[config.mk]
export PLATFORM = sky130hd
export DESIGN_NAME = apb_master_flat
export DESIGN_NICKNAME = d
export VERILOG_FILES = /design/src/rtl/apb_master_if.sv /design/src/rtl/apb_master.sv /design/src/flat_wrapper.sv
export SDC_FILE = /design/constraint.sdc
export NUM_CORES = 1
export LEC_CHECK = 0
export CAP_MARGIN = 20
export CORE_UTILIZATION = 42
export DETAILED_ROUTE_END_ITERATION = 6
export PLACE_DENSITY = 0.81
export REMOVE_ABC_BUFFERS = 1
export SLEW_MARGIN = 40
export SYNTH_ARGS = -nofsm -noshare
export SYNTH_HDL_FRONTEND = slang
export SYNTH_SLANG_ARGS = --single-unit
[constraint.sdc]
create_clock -name PCLK -period 1.8 [get_ports PCLK]
set_clock_uncertainty 0.2 [all_clocks]
set_input_delay 0.36 -clock PCLK [delete_from_list [all_inputs] [get_ports PCLK]]
set_output_delay 0.36 -clock PCLK [all_outputs]
set_load 0.1 [all_outputs]
[src/rtl/apb_master_if.sv]
// apb_master_if: local command/response port plus APB bus signals between apb_master and a slave.
interface apb_master_if #(
    parameter int ADDR_W = 32,
    parameter int DATA_W = 32
);
    logic              req_valid;
    logic              req_ready;
    logic              req_write;
    logic [ADDR_W-1:0] req_addr;
    logic [DATA_W-1:0] req_wdata;
    logic              rsp_valid;
    logic [DATA_W-1:0] rsp_rdata;
    logic              rsp_err;
    logic              PSEL;
    logic              PENABLE;
    logic              PWRITE;
    logic [ADDR_W-1:0] PRWADDR;
    logic [DATA_W-1:0] PRWDATA;
    logic [DATA_W-1:0] PRWDATA1;
    logic              PREADY;
    modport master (
        input  req_valid, req_write, req_addr, req_wdata, PRWDATA1, PREADY,
        output req_ready, rsp_valid, rsp_rdata, rsp_err, PSEL, PENABLE, PWRITE, PRWADDR, PRWDATA
    );
    modport slave (
        output req_valid, req_write, req_addr, req_wdata, PRWDATA1, PREADY,
        input  req_ready, rsp_valid, rsp_rdata, rsp_err, PSEL, PENABLE, PWRITE, PRWADDR, PRWDATA
    );
endinterface

[src/rtl/apb_master.sv]
// apb_master: single-command APB requester (IDLE -> SETUP -> ACCESS) with registered outputs.
// Define APB_MASTER_TIMEOUT_EN to abort ACCESS after TIMEOUT_CYCLES cycles without PREADY.
module apb_master #(
    parameter int ADDR_W         = 32,
    parameter int DATA_W         = 32,
    parameter int TIMEOUT_CYCLES = 16
) (
    input  logic          PCLK,
    input  logic          PRESET,
    apb_master_if.master  bus
);
    typedef enum logic [1:0] {IDLE, SETUP, ACCESS} state_t;
    state_t            r_state, w_state;
    logic              r_ready, w_ready;
    logic              r_rsp_valid, w_rsp_valid;
    logic              r_rsp_err, w_rsp_err;
    logic              r_psel, w_psel;
    logic              r_penable, w_penable;
    logic              r_pwrite, w_pwrite;
    logic [ADDR_W-1:0] r_addr, w_addr;
    logic [DATA_W-1:0] r_wdata, w_wdata;
    logic [DATA_W-1:0] r_rdata, w_rdata;
    logic              w_abort;
`ifdef APB_MASTER_TIMEOUT_EN
    localparam int CW = $clog2(TIMEOUT_CYCLES + 1);
    logic [CW-1:0]     r_cnt, w_cnt;
`endif
    always_comb begin
        w_state     = r_state;
        w_ready     = 1'b0;
        w_rsp_valid = 1'b0;
        w_rsp_err   = 1'b0;
        w_psel      = r_psel;
        w_penable   = r_penable;
        w_pwrite    = r_pwrite;
        w_addr      = r_addr;
        w_wdata     = r_wdata;
        w_rdata     = r_rdata;
        w_abort     = 1'b0;
`ifdef APB_MASTER_TIMEOUT_EN
        w_cnt       = r_cnt;
`endif
        case (r_state)
            IDLE: begin
                // r_ready is low for one IDLE cycle after a response, giving the mandatory gap
                if (bus.req_valid && r_ready) begin
                    w_state  = SETUP;
                    w_psel   = 1'b1;
                    w_pwrite = bus.req_write;
                    w_addr   = bus.req_addr;
                    w_wdata  = bus.req_wdata;
`ifdef APB_MASTER_TIMEOUT_EN
                    w_cnt    = '0;
`endif
                end else begin
                    w_ready = 1'b1;
                end
            end
            SETUP: begin
                w_state   = ACCESS;
                w_penable = 1'b1;
            end
            ACCESS: begin
`ifdef APB_MASTER_TIMEOUT_EN
                w_abort = !bus.PREADY && r_cnt == CW'(TIMEOUT_CYCLES - 1);
                w_cnt   = bus.PREADY ? r_cnt : r_cnt + 1'b1;
`endif
                if (bus.PREADY || w_abort) begin
                    w_state     = IDLE;
                    w_psel      = 1'b0;
                    w_penable   = 1'b0;
                    w_rsp_valid = 1'b1;
                    w_rsp_err   = w_abort;
                    w_rdata     = w_abort ? '0 : r_pwrite ? r_rdata : bus.PRWDATA1;
                end
            end
            default: w_state = IDLE;
        endcase
    end
    always_ff @(posedge PCLK) begin
        if (PRESET) begin
            r_state     <= IDLE;
            r_ready     <= 1'b0;
            r_rsp_valid <= 1'b0;
            r_rsp_err   <= 1'b0;
            r_psel      <= 1'b0;
            r_penable   <= 1'b0;
            r_pwrite    <= 1'b0;
            r_addr      <= '0;
            r_wdata     <= '0;
            r_rdata     <= '0;
        end else begin
            r_state     <= w_state;
            r_ready     <= w_ready;
            r_rsp_valid <= w_rsp_valid;
            r_rsp_err   <= w_rsp_err;
            r_psel      <= w_psel;
            r_penable   <= w_penable;
            r_pwrite    <= w_pwrite;
            r_addr      <= w_addr;
            r_wdata     <= w_wdata;
            r_rdata     <= w_rdata;
        end
    end
`ifdef APB_MASTER_TIMEOUT_EN
    always_ff @(posedge PCLK) begin
        if (PRESET) r_cnt <= '0;
        else        r_cnt <= w_cnt;
    end
    assign bus.rsp_err = r_rsp_err;
`else
    assign bus.rsp_err = 1'b0;
`endif
    assign bus.req_ready = r_ready;
    assign bus.rsp_valid = r_rsp_valid;
    assign bus.rsp_rdata = r_rdata;
    assign bus.PSEL      = r_psel;
    assign bus.PENABLE   = r_penable;
    assign bus.PWRITE    = r_pwrite;
    assign bus.PRWADDR   = r_addr;
    assign bus.PRWDATA   = r_wdata;
endmodule

[src/flat_wrapper.sv]
// flat-port wrapper written by rule: the top's interface ports become plain ports
module apb_master_flat 
#(
    parameter int ADDR_W         = 32,
    parameter int DATA_W         = 32,
    parameter int TIMEOUT_CYCLES = 16
)
  (PCLK, PRESET, bus_req_valid, bus_req_write, bus_req_addr, bus_req_wdata, bus_PRWDATA1, bus_PREADY, bus_req_ready, bus_rsp_valid, bus_rsp_rdata, bus_rsp_err, bus_PSEL, bus_PENABLE, bus_PWRITE, bus_PRWADDR, bus_PRWDATA);
  apb_master_if #(.ADDR_W(ADDR_W), .DATA_W(DATA_W)) bus_i ();
  input  logic PCLK;
  input  logic PRESET;
  input wire logic [$bits(bus_i.req_valid)-1:0] bus_req_valid;
  input wire logic [$bits(bus_i.req_write)-1:0] bus_req_write;
  input wire logic [$bits(bus_i.req_addr)-1:0] bus_req_addr;
  input wire logic [$bits(bus_i.req_wdata)-1:0] bus_req_wdata;
  input wire logic [$bits(bus_i.PRWDATA1)-1:0] bus_PRWDATA1;
  input wire logic [$bits(bus_i.PREADY)-1:0] bus_PREADY;
  output wire logic [$bits(bus_i.req_ready)-1:0] bus_req_ready;
  output wire logic [$bits(bus_i.rsp_valid)-1:0] bus_rsp_valid;
  output wire logic [$bits(bus_i.rsp_rdata)-1:0] bus_rsp_rdata;
  output wire logic [$bits(bus_i.rsp_err)-1:0] bus_rsp_err;
  output wire logic [$bits(bus_i.PSEL)-1:0] bus_PSEL;
  output wire logic [$bits(bus_i.PENABLE)-1:0] bus_PENABLE;
  output wire logic [$bits(bus_i.PWRITE)-1:0] bus_PWRITE;
  output wire logic [$bits(bus_i.PRWADDR)-1:0] bus_PRWADDR;
  output wire logic [$bits(bus_i.PRWDATA)-1:0] bus_PRWDATA;
  assign bus_i.req_valid = bus_req_valid;
  assign bus_i.req_write = bus_req_write;
  assign bus_i.req_addr = bus_req_addr;
  assign bus_i.req_wdata = bus_req_wdata;
  assign bus_i.PRWDATA1 = bus_PRWDATA1;
  assign bus_i.PREADY = bus_PREADY;
  assign bus_req_ready = bus_i.req_ready;
  assign bus_rsp_valid = bus_i.rsp_valid;
  assign bus_rsp_rdata = bus_i.rsp_rdata;
  assign bus_rsp_err = bus_i.rsp_err;
  assign bus_PSEL = bus_i.PSEL;
  assign bus_PENABLE = bus_i.PENABLE;
  assign bus_PWRITE = bus_i.PWRITE;
  assign bus_PRWADDR = bus_i.PRWADDR;
  assign bus_PRWDATA = bus_i.PRWDATA;
  apb_master #(.ADDR_W(ADDR_W), .DATA_W(DATA_W), .TIMEOUT_CYCLES(TIMEOUT_CYCLES)) u_core (.PCLK(PCLK), .PRESET(PRESET), .bus(bus_i));
endmodule
# --- After elaboration in Yosys (flattened, before gate mapping) ---
# Cells that the tools add are included.
op_classes:
  n_eq_ne: 4
  mux: 9
  n_bitwise: 3
  reduce_logical: 11
ops:
  columns: ["op", "n"]
  rows:
  - ["one-hot mux 2 bit (3 select lines)", 1]
  - ["AND reduction 2 bit", 3]
  - ["AND reduction 3 bit", 2]
  - ["two-way mux 1 bit", 4]
  - ["two-way mux 2 bit", 2]
  - ["one-hot mux 1 bit (2 select lines)", 2]
  - ["nonzero test 2 bit", 2]
  - ["OR reduction 2 bit", 2]
  - ["inverter 1 bit", 3]
  - ["equality test 2 x 1 -> 1 bit, second input constant", 1]
  - ["equality test 2 bit, second input constant", 1]
  - ["zero test 2 bit", 1]
  - ["inequality test 2 x 1 -> 1 bit, second input constant", 1]
  - ["inequality test 2 bit, second input constant", 1]
  - ["logical AND 1 bit", 1]
totals:
  reg_bits: 103
  in_bits: 101
  output_inout_bits: 102

# --- Logic depth before layout (Yosys ltp) ---
depth:
  ltp_word: 3
  depth_mapped: 5
  mapped_depth_nobuf: 2

# --- Worst setup path after synthesis ---
# Ideal clock, no wire load.
synth_path:
  path_type: "flip-flop to flip-flop"
  start: "register u_core.r_ready (netlist: u_core.bus.req_ready)"
  end: "register u_core.r_wdata[10] (netlist: u_core.bus.PRWDATA[10])"
  setup_time_ns: 0.072
  t_arrival_ns: 1.922
  path_slack_ns: -0.394
  stages_incl_launch_ff: 6
  path_buffers: 3
  cell_sequence: "dfxtp_1 > nor4bb_1 > buf_2 > buf_6 > buf_6 > mux2i_1"
synth_via:
  elab_chain_cells: 2
synth_lines:
  columns: ["element", "line_no", "source"]
  rows:
  - ["start: declaration", "apb_master.sv:14", "logic r_ready, w_ready;"]
  - ["start signal: assignment", "apb_master.sv:94", "r_ready <= w_ready;"]
  - ["logical AND 1 bit", "apb_master.sv:46", "if (bus.req_valid && r_ready) begin"]
  - ["AND reduction 2 bit (no line)", null, null]
  - ["end signal: assignment", "apb_master.sv:101", "r_wdata <= w_wdata;"]
  - ["end: declaration", "apb_master.sv:21", "logic [DATA_W-1:0] r_wdata, w_wdata;"]
# Every way passes these cells.
# A chain may end at the register's enable or synchronous reset.

# --- Worst setup path in the final report ---
layout_path:
  start: "input bus_PREADY"
  end: "register u_core.r_rdata[4] (netlist: u_core.bus.rsp_rdata[4])"
layout_via:
  elab_chain_cells: 1
layout_lines:
  columns: ["element", "line_no", "source"]
  rows:
  - ["start: declaration", "flat_wrapper.sv:17", "input wire logic [$bits(bus_i.PREADY)-1:0] bus_PREADY;"]
  - ["AND reduction 3 bit (no line)", null, null]
  - ["end signal: assignment", "apb_master.sv:102", "r_rdata <= w_rdata;"]
  - ["end: declaration", "apb_master.sv:22", "logic [DATA_W-1:0] r_rdata, w_rdata;"]
# Every way passes these cells.

==> metrics.md <==
| Metric | Value |
|---|---|
| End of the worst register-to-register path | u_core.bus.rsp_rdata[4]$_SDFFE_PP0P_ |
| Number of top-level pins | between 200 and 250 |
| Min-Delay Path Depth | 2 |
| Drt first-iter violations | about 130 |
| Post-synthesis cell area | about 4500 sq um |
| Synthesized instance count | approximately 440 |
| Share of flip-flops with an asynchronous set or reset after synthesis | 0% |
| Clock-pin slew of the registers on the worst-case setup and hold paths | roughly 90 ps |
| Endpoint kind of the worst setup timing path | register |
| Detailed-route wire length | 12.0 mm |
| Setup-violating endpoint count in the final report | 0 |
| Clock tree from TritonCTS | built |
| Critical path required time | ~1900 ps |
| Unrepaired setup endpoints after global routing | no |
| Die Span X | around 110 um |
| Layout Cells excl Fill | between 700 and 800 |
| Hold violation count in the final report | 0 |
| Startpoint type of the worst setup path | input pin |
| Cell leakage power | around 3 nW |
| Most used flip-flop cell after synthesis | sky130_fd_sc_hd__dfxtp_1 |
| Post-Route Setup TNS | 0 ps |
| R2R Path Start | u_core.r_state[0]$_SDFFE_PP0P_ |
| Sink of the worst hold path | u_core.bus.PRWDATA[13]$_SDFFE_PP0P_ |
| Buffer type at the clock tree root | sky130_fd_sc_hd__clkbuf_8 |
| Dominant cell type by area after synthesis | sky130_fd_sc_hd__dfxtp_1 |
| DRC violation count after routing | 0 |
| Fraction of layout cells with a size suffix above 1 | a little over a fifth |
| Most repeated cell in the gate-level netlist after synthesis | sky130_fd_sc_hd__nand2b_1 |
| All-layer global routing usage | 22.0% |
| DP HPWL | 9.25 mm |
| Worst hold-check slack | 313 ps |
| Achievable frequency | 0.576 GHz |
| Top fanout value on the critical path | 32 |
| Antenna fix cells | 0 |
| Starting utilization of the core area | approximately 44% |
| Instance area after placement | 7780 sq um |
| Reg2reg setup slack | 170 ps |
| Final nets | between 700 and 800 |
| Power per Cell Area | around 720 nW/um^2 |
| Clock period minus final worst setup slack | 1740 ps |
| Detailed Routing Iterations Pass 1 | 4 |
| Sequential cell area fraction in the yosys report | roughly 45% |
| Die span in y | 106 um |
| Via-to-Cell Ratio | between 4 and 5 |
| First-pass GRT wire length | around 19 mm |
| Post-layout instance area | 8000 sq um |
| Post-DR wirelength/cell | approximately 15 um |
| Fill cell total of the finished layout | 665 |
| Area fraction of the dominant cell type after synthesis | 45.4% |
| Top cells by area, synth | sky130_fd_sc_hd__dfxtp_1, sky130_fd_sc_hd__nand2b_1, sky130_fd_sc_hd__mux2i_1, sky130_fd_sc_hd__clkbuf_1, sky130_fd_sc_hd__buf_4 |
| Average instance area after synthesis | roughly 10 sq um |
| Worst path arrival time | ~1800 ps |
| Number of enable-type register cells in the synthesized netlist | 0 |
| Gates resized, CTS repair | 0 |
| MaxCap Viol Count | 0 |
| TritonCTS Sinks | approximately 100 |
| Via count | roughly 3700 |
| Cell types with the highest counts after synthesis | sky130_fd_sc_hd__nand2b_1, sky130_fd_sc_hd__dfxtp_1, sky130_fd_sc_hd__mux2i_1 |
| Largest net degree at the start of global routing | 48 |
| VDD IR-drop max | about 0.63 mV |
| Final period util | between 90 and 100% |
| Worst r2r path cells | 3 |
| Gr ovfl total | 0 |
| Final weighted congestion in routability-driven placement | around 0.78 |
| Worst Setup Path Type | in -> reg |
| Via count of the first global-routing pass | 3953 |
| Detail Route Antenna Nets | 0 |
| Number of rows created at floorplan | 37 |
| Buffer depth of the longest clock path | 2 |
| Final count of pins violating max slew | 0 |
| Tightest Hold Check Type | reg -> reg |
| DP Cell Count | 762 |
| Hold bufs inserted after CTS | 0 |
| Clock buffer count from CTS | 9 |
| Number of antenna violations at the first check in global routing | 0 |
| Core region area | approximately 10000 sq um |
| Worst hold path startpoint | u_core.bus.PRWDATA[13]$_SDFFE_PP0P_ |
| Total of buffers placed on input and output ports | 201 |
| Clock latency on the worst-skew pair | 350 ps |
| Syn. warnings | 0 |
| Die outline area | 11200 sq um |
| Synthesis-to-layout area growth | 76.1% |
| Buffers inserted by post-CTS timing repair | 0 |
| Synth Register Bits | roughly 100 |
| Number of unique standard cell types used by synthesis | 17 |
| CTS H-tree lvls | 3 |
| Run status | finished, final reports clean |
-- cell families after synthesis --
logic type	after synthesis	share of synthesized area (%)
other	1	0.0825
buffers and inverters	37	4.41
flip-flops	103	45.4
AO/OA/AOI/OAI	4	0.661
multiplexers	97	21.4
AND/OR/NAND/NOR	202	28.1
-- final cells by class --
class                           count  area, sq um  area share, %
Multi-Input combinational cell    304         2310           28.9
Clock inverter                      5         81.3           1.02
Inverter                            2         7.51         0.0938
Timing Repair Buffer              217         3230           40.3
Sequential cell                   103         2060           25.8
Clock buffer                       11          141           1.77
Tap cell                          136          170           2.13
-- report_power, final --
part,internal [mW],switching (mW)
registers,2.37,0.106
logic,0.754,0.946
clock network,0.823,0.770
total,3.95,1.82
-- registers in the layout, summed over array words and instances (netlist names) --
name / count
u_core.bus.rsp_rdata: 32
u_core.bus.PSEL: 1
u_core.bus.rsp_valid: 1
u_core.bus.PRWDATA: 32
u_core.bus.PENABLE: 1
u_core.bus.PRWADDR: 32
u_core.bus.PWRITE: 1
u_core.r_state: 2
u_core.bus.req_ready: 1
-- metal layers --
metal	wire, um	part of all wire, %	vias to the layer above	global-route usage, %
met5	0	0	-	0
met4	165	1.4	0	6.85
met3	991	8.3	13	7.60
met2	6050	51	144	40.0
met1	4750	40	1712	23.9
li1	-	-	1807	-
-- worst max-delay path by stage --
stage	start	to	slack [ps]	cells past startpoint
global route	bus_PREADY	u_core.bus.rsp_rdata[4]$_SDFFE_PP0P_	20	4
global placement	bus_PREADY	u_core.bus.rsp_rdata[18]$_SDFFE_PP0P_	-140	4
CTS	bus_PREADY	u_core.bus.rsp_rdata[4]$_SDFFE_PP0P_	70	4
floorplan	u_core.bus.req_ready$_SDFF_PP0_	u_core.bus.PRWADDR[0]$_SDFFE_PP0P_	-9190	2
finish	bus_PREADY	u_core.bus.rsp_rdata[4]$_SDFFE_PP0P_	60	4
detailed placement	bus_PREADY	u_core.bus.rsp_rdata[4]$_SDFFE_PP0P_	-290	4
-- metrics by stage --
step                total power, mW  utilization (%)  worst slack [ps]
finish                         5.77             76.8              63.4
global route                   5.99             76.8              16.7
CTS                            5.83             76.8              71.5
detailed placement             4.24             74.7              -290
global placement               4.21             74.7              -144
floorplan                      3.49                -             -9190
-- worst max-delay path, cell delays in order --
cell	delay, ps
sky130_fd_sc_hd__clkdlybuf4s50_1	500
sky130_fd_sc_hd__nor4bb_4	350
sky130_fd_sc_hd__buf_12	280
sky130_fd_sc_hd__mux2i_1	280
-- layout by cell type (no fill, tap or decap), types with 2 or more instances in the layout --
| cell | netlist | layout |
|---|---|---|
| sky130_fd_sc_hd__clkdlybuf4s50_1 | 0 | 99 |
| sky130_fd_sc_hd__nor4bb_4 | 0 | 2 |
| sky130_fd_sc_hd__bufinv_16 | 0 | 2 |
| sky130_fd_sc_hd__buf_4 | 7 | 10 |
| sky130_fd_sc_hd__buf_12 | 0 | 108 |
| sky130_fd_sc_hd__mux2i_1 | 97 | 97 |
| sky130_fd_sc_hd__nand2b_1 | 196 | 196 |
| sky130_fd_sc_hd__and2_1 | 2 | 2 |
| sky130_fd_sc_hd__inv_1 | 2 | 2 |
| sky130_fd_sc_hd__clkbuf_8 | 0 | 10 |
| sky130_fd_sc_hd__dfxtp_1 | 103 | 103 |
No activity file was read; power rests on OpenSTA's default activity.
